**config.mk**
```make
export PLATFORM = sky130hd
export DESIGN_NAME = sdram_uart_dump
export DESIGN_NICKNAME = d
export VERILOG_FILES = /design/src/rtl/sdram_dump_pkg.sv /design/src/rtl/uart_byte_sender.sv /design/src/rtl/sdram_uart_dump.sv
export SDC_FILE = /design/constraint.sdc
export NUM_CORES = 1
export LEC_CHECK = 0
export BUFFER_PORTS_ARGS = -buffer_cell sky130_fd_sc_hd__buf_2
export CORE_ASPECT_RATIO = 1.5
export CORE_UTILIZATION = 40
export CTS_BUF_LIST = sky130_fd_sc_hd__clkbuf_2
export CTS_CLUSTER_SIZE = 28
export DETAILED_ROUTE_END_ITERATION = 6
export GPL_ROUTABILITY_DRIVEN = 1
export HOLD_SLACK_MARGIN = 0.03
export PLACE_DENSITY = 0.59
export SLEW_MARGIN = 20
export SYNTH_ARGS = -nofsm -noshare
export SYNTH_HDL_FRONTEND = slang
export SYNTH_SLANG_ARGS = --single-unit
```
**constraint.sdc**
```tcl
create_clock -name clk -period 4.3 [get_ports clk]
set_input_delay 1.075 -clock clk [delete_from_list [all_inputs] [get_ports clk]]
set_output_delay 1.075 -clock clk [all_outputs]
set_load 0.1 [all_outputs]
```
**src/rtl/sdram_dump_pkg.sv**
```systemverilog
// Shared state encodings and default sync-header bytes for the SDRAM-to-UART dumper.
package sdram_dump_pkg;

  localparam logic [7:0] HDR0_DEFAULT = 8'hA5;
  localparam logic [7:0] HDR1_DEFAULT = 8'h5A;

  // Dump sequencer; TX_DATA covers the per-byte states handled by uart_byte_sender.
  typedef enum logic [2:0] {
    IDLE,
    HDR,
    RD_REQ,
    RD_WAIT,
    TX_DATA,
    NEXT,
    FIN
  } dump_state_t;

  typedef enum logic [1:0] {
    TX_OFF,
    TX_SEND,
    TX_BUSY,
    TX_IDLE
  } tx_state_t;

endpackage

```
**src/rtl/uart_byte_sender.sv**
```systemverilog
// One-byte UART handshake: strobe tx_en when the UART is ready, then wait for it
// to go busy and back to idle before reporting the byte as sent.
module uart_byte_sender
  import sdram_dump_pkg::*;
(
  input  logic       clk,
  input  logic       rst,
  input  logic [7:0] data_byte,
  input  logic       go,
  input  logic       tx_ready,
  output logic [7:0] tx_byte,
  output logic       tx_en,
  output logic       idle,
  output logic       sent
);

  tx_state_t state, state_nxt;

  always_ff @(posedge clk or posedge rst) begin
    if (rst) state <= TX_OFF;
    else     state <= state_nxt;
  end

  always_comb begin
    // NOTE: hold is the default before the case, so no path leaves state_nxt unassigned (no latch).
    state_nxt = state;
    case (state)
      TX_OFF:  if (go)        state_nxt = TX_SEND;
      TX_SEND: if (tx_ready)  state_nxt = TX_BUSY;
      TX_BUSY: if (!tx_ready) state_nxt = TX_IDLE;
      TX_IDLE: if (tx_ready)  state_nxt = TX_OFF;
      default:                state_nxt = TX_OFF;
    endcase
  end

  // data_byte is held stable by the caller until sent, so it is sampled only at the strobe.
  always_ff @(posedge clk or posedge rst) begin
    if (rst) begin
      tx_en   <= 1'b0;
      tx_byte <= 8'h00;
    end else begin
      tx_en <= (state == TX_SEND) && tx_ready;
      if ((state == TX_SEND) && tx_ready) tx_byte <= data_byte;
    end
  end

  assign idle = (state == TX_OFF);
  assign sent = (state == TX_IDLE) && tx_ready;

endmodule

```
**src/rtl/sdram_uart_dump.sv**
```systemverilog
// Streams SDRAM words 0..last_addr to a UART, MSB byte first, optionally preceded
// by a two-byte sync header; abort is honoured only between words.
module sdram_uart_dump
  import sdram_dump_pkg::*;
#(
  parameter int         ADDR_W    = 23,
  parameter int         HEADER_EN = 1,
  parameter logic [7:0] HDR0      = HDR0_DEFAULT,
  parameter logic [7:0] HDR1      = HDR1_DEFAULT
) (
  input  logic              clk,
  input  logic              rst,
  input  logic              start,
  input  logic [ADDR_W-1:0] last_addr,
  input  logic              abort,
  output logic              busy,
  output logic              done,
  input  logic              cmd_ready,
  output logic              cmd_enable,
  output logic              cmd_wr,
  output logic [ADDR_W-1:0] cmd_address,
  input  logic [31:0]       data_out,
  input  logic              data_out_ready,
  output logic [7:0]        tx_byte,
  output logic              tx_en,
  input  logic              tx_ready
);

  dump_state_t       state, state_nxt;
  logic [ADDR_W-1:0] addr_cnt;
  logic [ADDR_W-1:0] last_q;
  logic [1:0]        byte_idx;
  logic [31:0]       shreg;
  logic [7:0]        send_byte;
  logic              send_go;
  logic              send_idle;
  logic              sent;
  logic              last_word;

  assign last_word = (addr_cnt == last_q);

  always_ff @(posedge clk or posedge rst) begin
    if (rst) state <= IDLE;
    else     state <= state_nxt;
  end

  always_comb begin
    state_nxt = state;
    case (state)
      IDLE:    if (start) state_nxt = (HEADER_EN != 0) ? HDR : RD_REQ;
      HDR:     if (sent && (byte_idx == 2'd1)) state_nxt = RD_REQ;
      RD_REQ:  if (cmd_ready) state_nxt = RD_WAIT;
      RD_WAIT: if (data_out_ready) state_nxt = TX_DATA;
      TX_DATA: if (sent && (byte_idx == 2'd3)) state_nxt = NEXT;
      NEXT:    state_nxt = (abort || last_word) ? FIN : RD_REQ;
      FIN:     state_nxt = IDLE;
      default: state_nxt = IDLE;
    endcase
  end

  always_ff @(posedge clk or posedge rst) begin
    if (rst) begin
      cmd_enable  <= 1'b0;
      cmd_address <= '0;
      addr_cnt    <= '0;
      last_q      <= '0;
      byte_idx    <= 2'd0;
      shreg       <= 32'h0;
    end else begin
      // Strobe defaults low every cycle, so a read request lasts exactly one cycle.
      cmd_enable <= 1'b0;
      case (state)
        IDLE: if (start) begin
          last_q   <= last_addr;
          addr_cnt <= '0;
          byte_idx <= 2'd0;
        end
        HDR: if (sent) byte_idx <= byte_idx + 2'd1;
        RD_REQ: if (cmd_ready) begin
          cmd_enable  <= 1'b1;
          cmd_address <= addr_cnt;
        end
        RD_WAIT: if (data_out_ready) begin
          shreg    <= data_out;
          byte_idx <= 2'd0;
        end
        TX_DATA: if (sent) begin
          byte_idx <= byte_idx + 2'd1;
          shreg    <= {shreg[23:0], 8'h00};
        end
        NEXT: if (!(abort || last_word)) addr_cnt <= addr_cnt + ADDR_W'(1);
        default: ;
      endcase
    end
  end

  // Header and data bytes share one sender; the top byte of shreg is always next out.
  assign send_byte = (state == HDR) ? ((byte_idx == 2'd0) ? HDR0 : HDR1) : shreg[31:24];
  assign send_go   = ((state == HDR) || (state == TX_DATA)) && send_idle;

  uart_byte_sender u_sender (
    .clk       (clk),
    .rst       (rst),
    .data_byte (send_byte),
    .go        (send_go),
    .tx_ready  (tx_ready),
    .tx_byte   (tx_byte),
    .tx_en     (tx_en),
    .idle      (send_idle),
    .sent      (sent)
  );

  assign busy   = (state != IDLE) && (state != FIN);
  assign done   = (state == FIN);
  assign cmd_wr = 1'b0;

endmodule

```
==> results.sh, run 1 <==
export IMPL_fin_crit_sh_pct=79.0
export IMPL_totalNegativeSetupSlack_ns=0
export IMPL_tightest_slew_ns=0.858
export IMPL_hp_class="in -> async"
export IMPL_powerDensity_nw_per_um2=688
export IMPL_grt_pass1_vias=4537
export IMPL_synthCells=573
export IMPL_worstPathArrival_ns=2.32
export IMPL_cts_tree="done"
export IMPL_core_um2=14500
export IMPL_yosysMostFrequentCell="dfrtp_1"
export IMPL_postRouteAntennaNets=0
export IMPL_place_gp_congestion=0.833
export IMPL_grt_max_degree=61
export IMPL_clockBufferDepth=2
export IMPL_numClockSinks=118
export IMPL_synthesis_nets=644
export IMPL_port_buffers=96
export IMPL_relSlewSlack_pct=42.8
export IMPL_place_area_um2=6500
export IMPL_fill_cells=1457
export IMPL_dr_pass1_iters=4
export IMPL_die_h_um=151
export IMPL_yosys_area_top_type="dfrtp_1"
export IMPL_routed_via_count=4526
export IMPL_max_vdd_ir_drop_uv=370
export IMPL_clock_root_buffer="clkbuf_2"
export IMPL_ys_seq_elements=118
export IMPL_htreeDepth=4
export IMPL_cp_cell_sequence="and2b_1, or3b_2, buf_2"
export IMPL_synth_distinct_cells=55
export IMPL_grt_setup_unrepaired="false"
export IMPL_status="completed"
export IMPL_async_flop_share_pct=100
export IMPL_area_growth_syn_to_layout_pct=14.6
export IMPL_route_detailed_drc=0
export IMPL_ioPinCount=98
export IMPL_fin_area_um2=6760
export IMPL_clock_skew_ns=0.0260
export IMPL_postCtsHoldBufs=0
export IMPL_maxClockFrequency_ghz=0.294
export IMPL_initial_utilization_pct=40.8
export IMPL_antenna_cells=0
export IMPL_whs_ns=0.491
export IMPL_cp_top_family="simple AND/OR/NAND/NOR gates"
export IMPL_grt_pass1_wl_um=23300
export IMPL_routedWlPerCell_um=16.7
export IMPL_synthTopCellsByArea="dfrtp_1, mux2_2, nand2_1, a31oi_1, xor2_1"
export IMPL_path_clk_slew_ns=0.17
export IMPL_required_ns=3.22
export IMPL_slowest_delay_ns=0.58
export IMPL_fin_ws_ns=0.904
export IMPL_leakagePower_uw=0.00321
export IMPL_synth_top_area_share_pct=50.1
export IMPL_first_iter_violations=158
export IMPL_fin_nets=728
export IMPL_die_x_um=101
export IMPL_drive_gt1_share_pct=30.3
export IMPL_yosys_top_cells_count="dfrtp_1, nand2_1, mux2_2, nor2_1, nand3_1"
export IMPL_setup_viol=0
export IMPL_antenna_found_initial=0
export IMPL_cap_violations=0
export IMPL_vias_per_cell=5.23
export IMPL_end_kind="output pin"
export IMPL_yosys_warnings=0
export IMPL_yosysSeqAreaShare_pct=50.1
export IMPL_critPathKind="reg -> out"
export IMPL_synth_area_per_cell_um2=10.3
export IMPL_hpwl_um=10400
export IMPL_worst_setup_path_start_kind="flip-flop"
export IMPL_min_period_ns=3.40
export IMPL_clk_latency_ns=0.70
export IMPL_synth_edf_count=0
export IMPL_final_util_pct=46.7
export IMPL_die_area_um2=15200
export IMPL_cts_resized=0
export IMPL_post_place_ws_ns=1.21
export IMPL_grt_ovfl_total=0
export IMPL_row_count=54
export IMPL_cts_setup_buffers=0
export IMPL_gr_usage_all_layers_pct=20.4
export IMPL_hold_violations=0
export IMPL_cp_max_fo=12
export IMPL_path_buf_inv=1
export IMPL_synth_area_um2=5890
export IMPL_drt_total_wl_um=14500
export IMPL_synth_top_flop_cell="dfrtp_1"
export IMPL_cts_buffers=17
export IMPL_drv_slew=0
export IMPL_cp_slowest_cell="dfrtp_1"
export IMPL_ff2ff_setup_slack_ns=1.41
==> final timing paths <==
path	start	endpoint	cells after the start
worst min-delay path	rst	last_q[4]	2
min in group clk	shreg[1]	shreg[1]	2
max in group asynchronous	rst	last_q[11]	3
worst max-delay path	state[1]	busy	3
worst min register to register	shreg[1]	shreg[1]	2
worst max register to register	addr_cnt[13]	addr_cnt[1]	6
==> cells in the final DEF (no fill, tap or decap), types with 4 or more instances in the layout <==
| cell | n |
|---|---|
| buf_2 | 96 |
| bufinv_16 | 4 |
| clkbuf_2 | 19 |
| nand4_1 | 7 |
| nor2_1 | 36 |
| nor3_1 | 4 |
| inv_1 | 26 |
| dfrtp_1 | 118 |
| o211ai_1 | 6 |
| o221ai_1 | 9 |
| nand2_1 | 87 |
| nand3_1 | 29 |
| a31oi_1 | 28 |
| mux2_2 | 48 |
| ha_1 | 9 |
| and3_1 | 5 |
| nor2b_1 | 4 |
| clkinv_1 | 4 |
| a22oi_2 | 4 |
| xnor2_1 | 4 |
| mux2i_1 | 4 |
| o21ai_0 | 16 |
| nand2b_1 | 5 |
| a21oi_1 | 13 |
| a211oi_1 | 5 |
| buf_4 | 7 |
| xor2_1 | 20 |
==> power by group <==
group / switching [uW] / internal [uW] / leakage, uW
combinational: 1440 / 620 / 0.00157
clock: 418 / 374 / 0.000150
sequential: 296 / 1500 / 0.00149
total: 2160 / 2490 / 0.00321
==> stage by stage <==
stage / total power (uW) / instances
after detailed placement: 3910 / 834
after floorplan: 3460 / 573
after global routing: 4940 / 865
final: 4650 / 865
after CTS: 4710 / 865
after global placement: 3850 / 834
==> final cells by class <==
type,instances,area [um2],area share (%)
flip-flops and latches,118,2950,43.7
multi-input cells,389,2650,39.2
repair buffers,104,553,8.19
well taps,196,245,3.63
clock inverters,12,160,2.37
inverters,27,104,1.54
clock buffers,19,95.1,1.41
==> routing by layer <==
metal  track usage (%)  part of all wire (%)
met5                 0                     0
met4              8.84                   2.5
met3              5.57                   4.1
met2              36.2                    54
met1              22.6                    39
==> logic make-up after synthesis <==
family | synth area share, %
AOI/OAI and AO/OA | 12.4
and+or+nand+nor | 17.0
buffers and inverters | 5.12
DFF | 50.1
xor gates and xnor gates | 3.57
muxes | 9.85
other | 0.0636
adders and majority gates | 1.91
==> flip-flops by register name (all words and copies together) (netlist names) <==
register          count
last_q               23
state                 3
shreg                32
u_sender.state        2
u_sender.tx_en        1
u_sender.tx_byte      8
cmd_enable            1
addr_cnt             23
cmd_address          23
byte_idx              2
No activity file was read; power rests on OpenSTA's default activity.
==> run 2: changes to the inputs <==
Settings changed: PLACE_DENSITY 0.59 to 0.57.
Clock period 4.3 ns to 3.3 ns, I/O delays scaled along.
==> run 2 against run 1 <==
Final cell count up 0.35%. Design area up 1.0%. Sequential power up 31%. First-iteration DRC count down 9.5%. Critical path type unchanged.
==> results.sh, run 2 (synthesis gave the netlist of run 1 again) <==
export IMPL_required_ns=2.47
export IMPL_drv_slew=0
export IMPL_intPower_uw=3340
export IMPL_worstPathArrival_ns=2.31
export IMPL_netSwitchingPower_uw=2860
export IMPL_clk_latency_ns=0.68
export IMPL_min_period_ns=3.14
export IMPL_clockBufferDepth=2
export IMPL_status="completed"
export IMPL_fin_nets=729
export IMPL_grt_max_degree=119
export IMPL_largest_register="shreg"
export IMPL_die_h_um=151
export IMPL_initial_utilization_pct=40.8
export IMPL_relSlewSlack_pct=43.5
export IMPL_die_area_um2=15200
export IMPL_grt_pass1_wl_um=23400
export IMPL_hp_class="in -> async"
export IMPL_cts_buffers=17
export IMPL_largest_reg_flops=32
export IMPL_place_gp_congestion=0.785
export IMPL_route_detailed_drc=0
export IMPL_cp_max_fo=12
export IMPL_rr_worst_depth=5
export IMPL_place_area_um2=6510
export IMPL_area_growth_syn_to_layout_pct=15.8
export IMPL_postCtsHoldBufs=0
export IMPL_row_count=54
export IMPL_die_x_um=101
export IMPL_seq_area_um2=2950
export IMPL_clock_root_buffer="clkbuf_2"
export IMPL_p_comb_share_pct=43.1
export IMPL_numClockSinks=118
export IMPL_fin_ws_ns=0.164
export IMPL_fin_crit_sh_pct=95.0
export IMPL_routed_via_count=4588
export IMPL_max_vdd_ir_drop_uv=294
export IMPL_critPathKind="reg -> out"
export IMPL_multi_input_area_um2=2640
export IMPL_setup_viol=0
export IMPL_postRouteAntennaNets=0
export IMPL_vias_per_cell=5.29
export IMPL_end_kind="output pin"
export IMPL_post_place_ws_ns=0.578
export IMPL_worst_setup_path_start_kind="flip-flop"
export IMPL_clock_skew_ns=0.0298
export IMPL_switching_share_pct=46.2
export IMPL_layout_commonest_cell="dfrtp_1"
export IMPL_powerDensity_nw_per_um2=909
export IMPL_drt_total_wl_um=14300
export IMPL_first_iter_violations=143
export IMPL_grt_pass1_vias=4626
export IMPL_ioPinCount=98
export IMPL_totalNegativeSetupSlack_ns=0
export IMPL_tightest_slew_ns=0.847
export IMPL_seqPwrFrac_pct=37.9
export IMPL_fin_area_um2=6820
export IMPL_cts_setup_buffers=0
export IMPL_hold_violations=0
export IMPL_cap_violations=0
export IMPL_antenna_found_initial=1
export IMPL_htreeDepth=4
export IMPL_gr_usage_all_layers_pct=20.4
export IMPL_port_buffers=96
export IMPL_grt_ovfl_total=0
export IMPL_layout_common_cells="dfrtp_1, buf_2, nand2_1"
export IMPL_path_clk_slew_ns=0.19
export IMPL_maxClockFrequency_ghz=0.319
export IMPL_fill_cells=1438
export IMPL_dr_pass1_iters=4
export IMPL_core_um2=14500
export IMPL_drive_gt1_share_pct=30.8
export IMPL_leakagePower_uw=0.00323
export IMPL_cts_tree="done"
export IMPL_cts_resized=0
export IMPL_clock_power_share_pct=19.1
export IMPL_hpwl_um=10200
export IMPL_routedWlPerCell_um=16.4
export IMPL_grt_setup_unrepaired="false"
run 2: power by group through the flow:
stage               sequential [uW]  clock [uW]  combinational (uW)
finish                         2350        1180                2670
floorplan                      3030           0                1470
global placement               2360           0                2650
global route                   2420        1270                2910
CTS                            2350        1210                2700
detailed placement             2390           0                2700
run 2: per-stage QoR:
stage          total power (uW)  util, %  hold slack [ns]  std cells
4_1_cts                    6260     47.2            0.279        867
5_1_grt                    6590     47.2            0.282        868
6_report                   6200     47.2            0.258        868
3_3_place_gp               5010     45.0            0.459        835
3_5_place_dp               5080     45.0            0.462        835
2_1_floorplan              4510        -            0.439        573
run 2: final timing paths:
| path | start | end | slack, ns |
|---|---|---|---|
| max | state[1] | busy | 0.16 |
| min | rst | last_q[22] | 0.26 |
| max reg2reg | state[0] | addr_cnt[11] | 0.84 |
| min reg2reg | shreg[3] | shreg[3] | 0.49 |
| max in group asynchronous | rst | u_sender.tx_byte[7] | 2.50 |
| min in group clk | data_out[0] | shreg[0] | 0.35 |
run 2: worst max-delay path, stage by stage (launching register included):
cell and delay [ns]:
dfrtp_1 0.58, and2b_1 0.27, or3b_2 0.48, buf_2 0.31
run 2: final cells by class:
cell class | instances | area share [%]
antenna | 1 | 0.0367
clock buffer | 17 | 1.25
clock inverter | 15 | 3.36
inverter | 27 | 1.54
multi-input combinational | 389 | 38.7
sequential | 118 | 43.3
tap | 196 | 3.59
timing repair buffer | 105 | 8.22
run 2: layer usage:
| layer | share of wire, % | vias up | track usage, % |
|---|---|---|---|
| met5 | 0 | - | 0 |
| met4 | 2.3 | 0 | 7.83 |
| met3 | 4.4 | 23 | 5.06 |
| met2 | 54 | 126 | 37.5 |
| met1 | 39 | 2254 | 22.1 |
| li1 | - | 2185 | - |
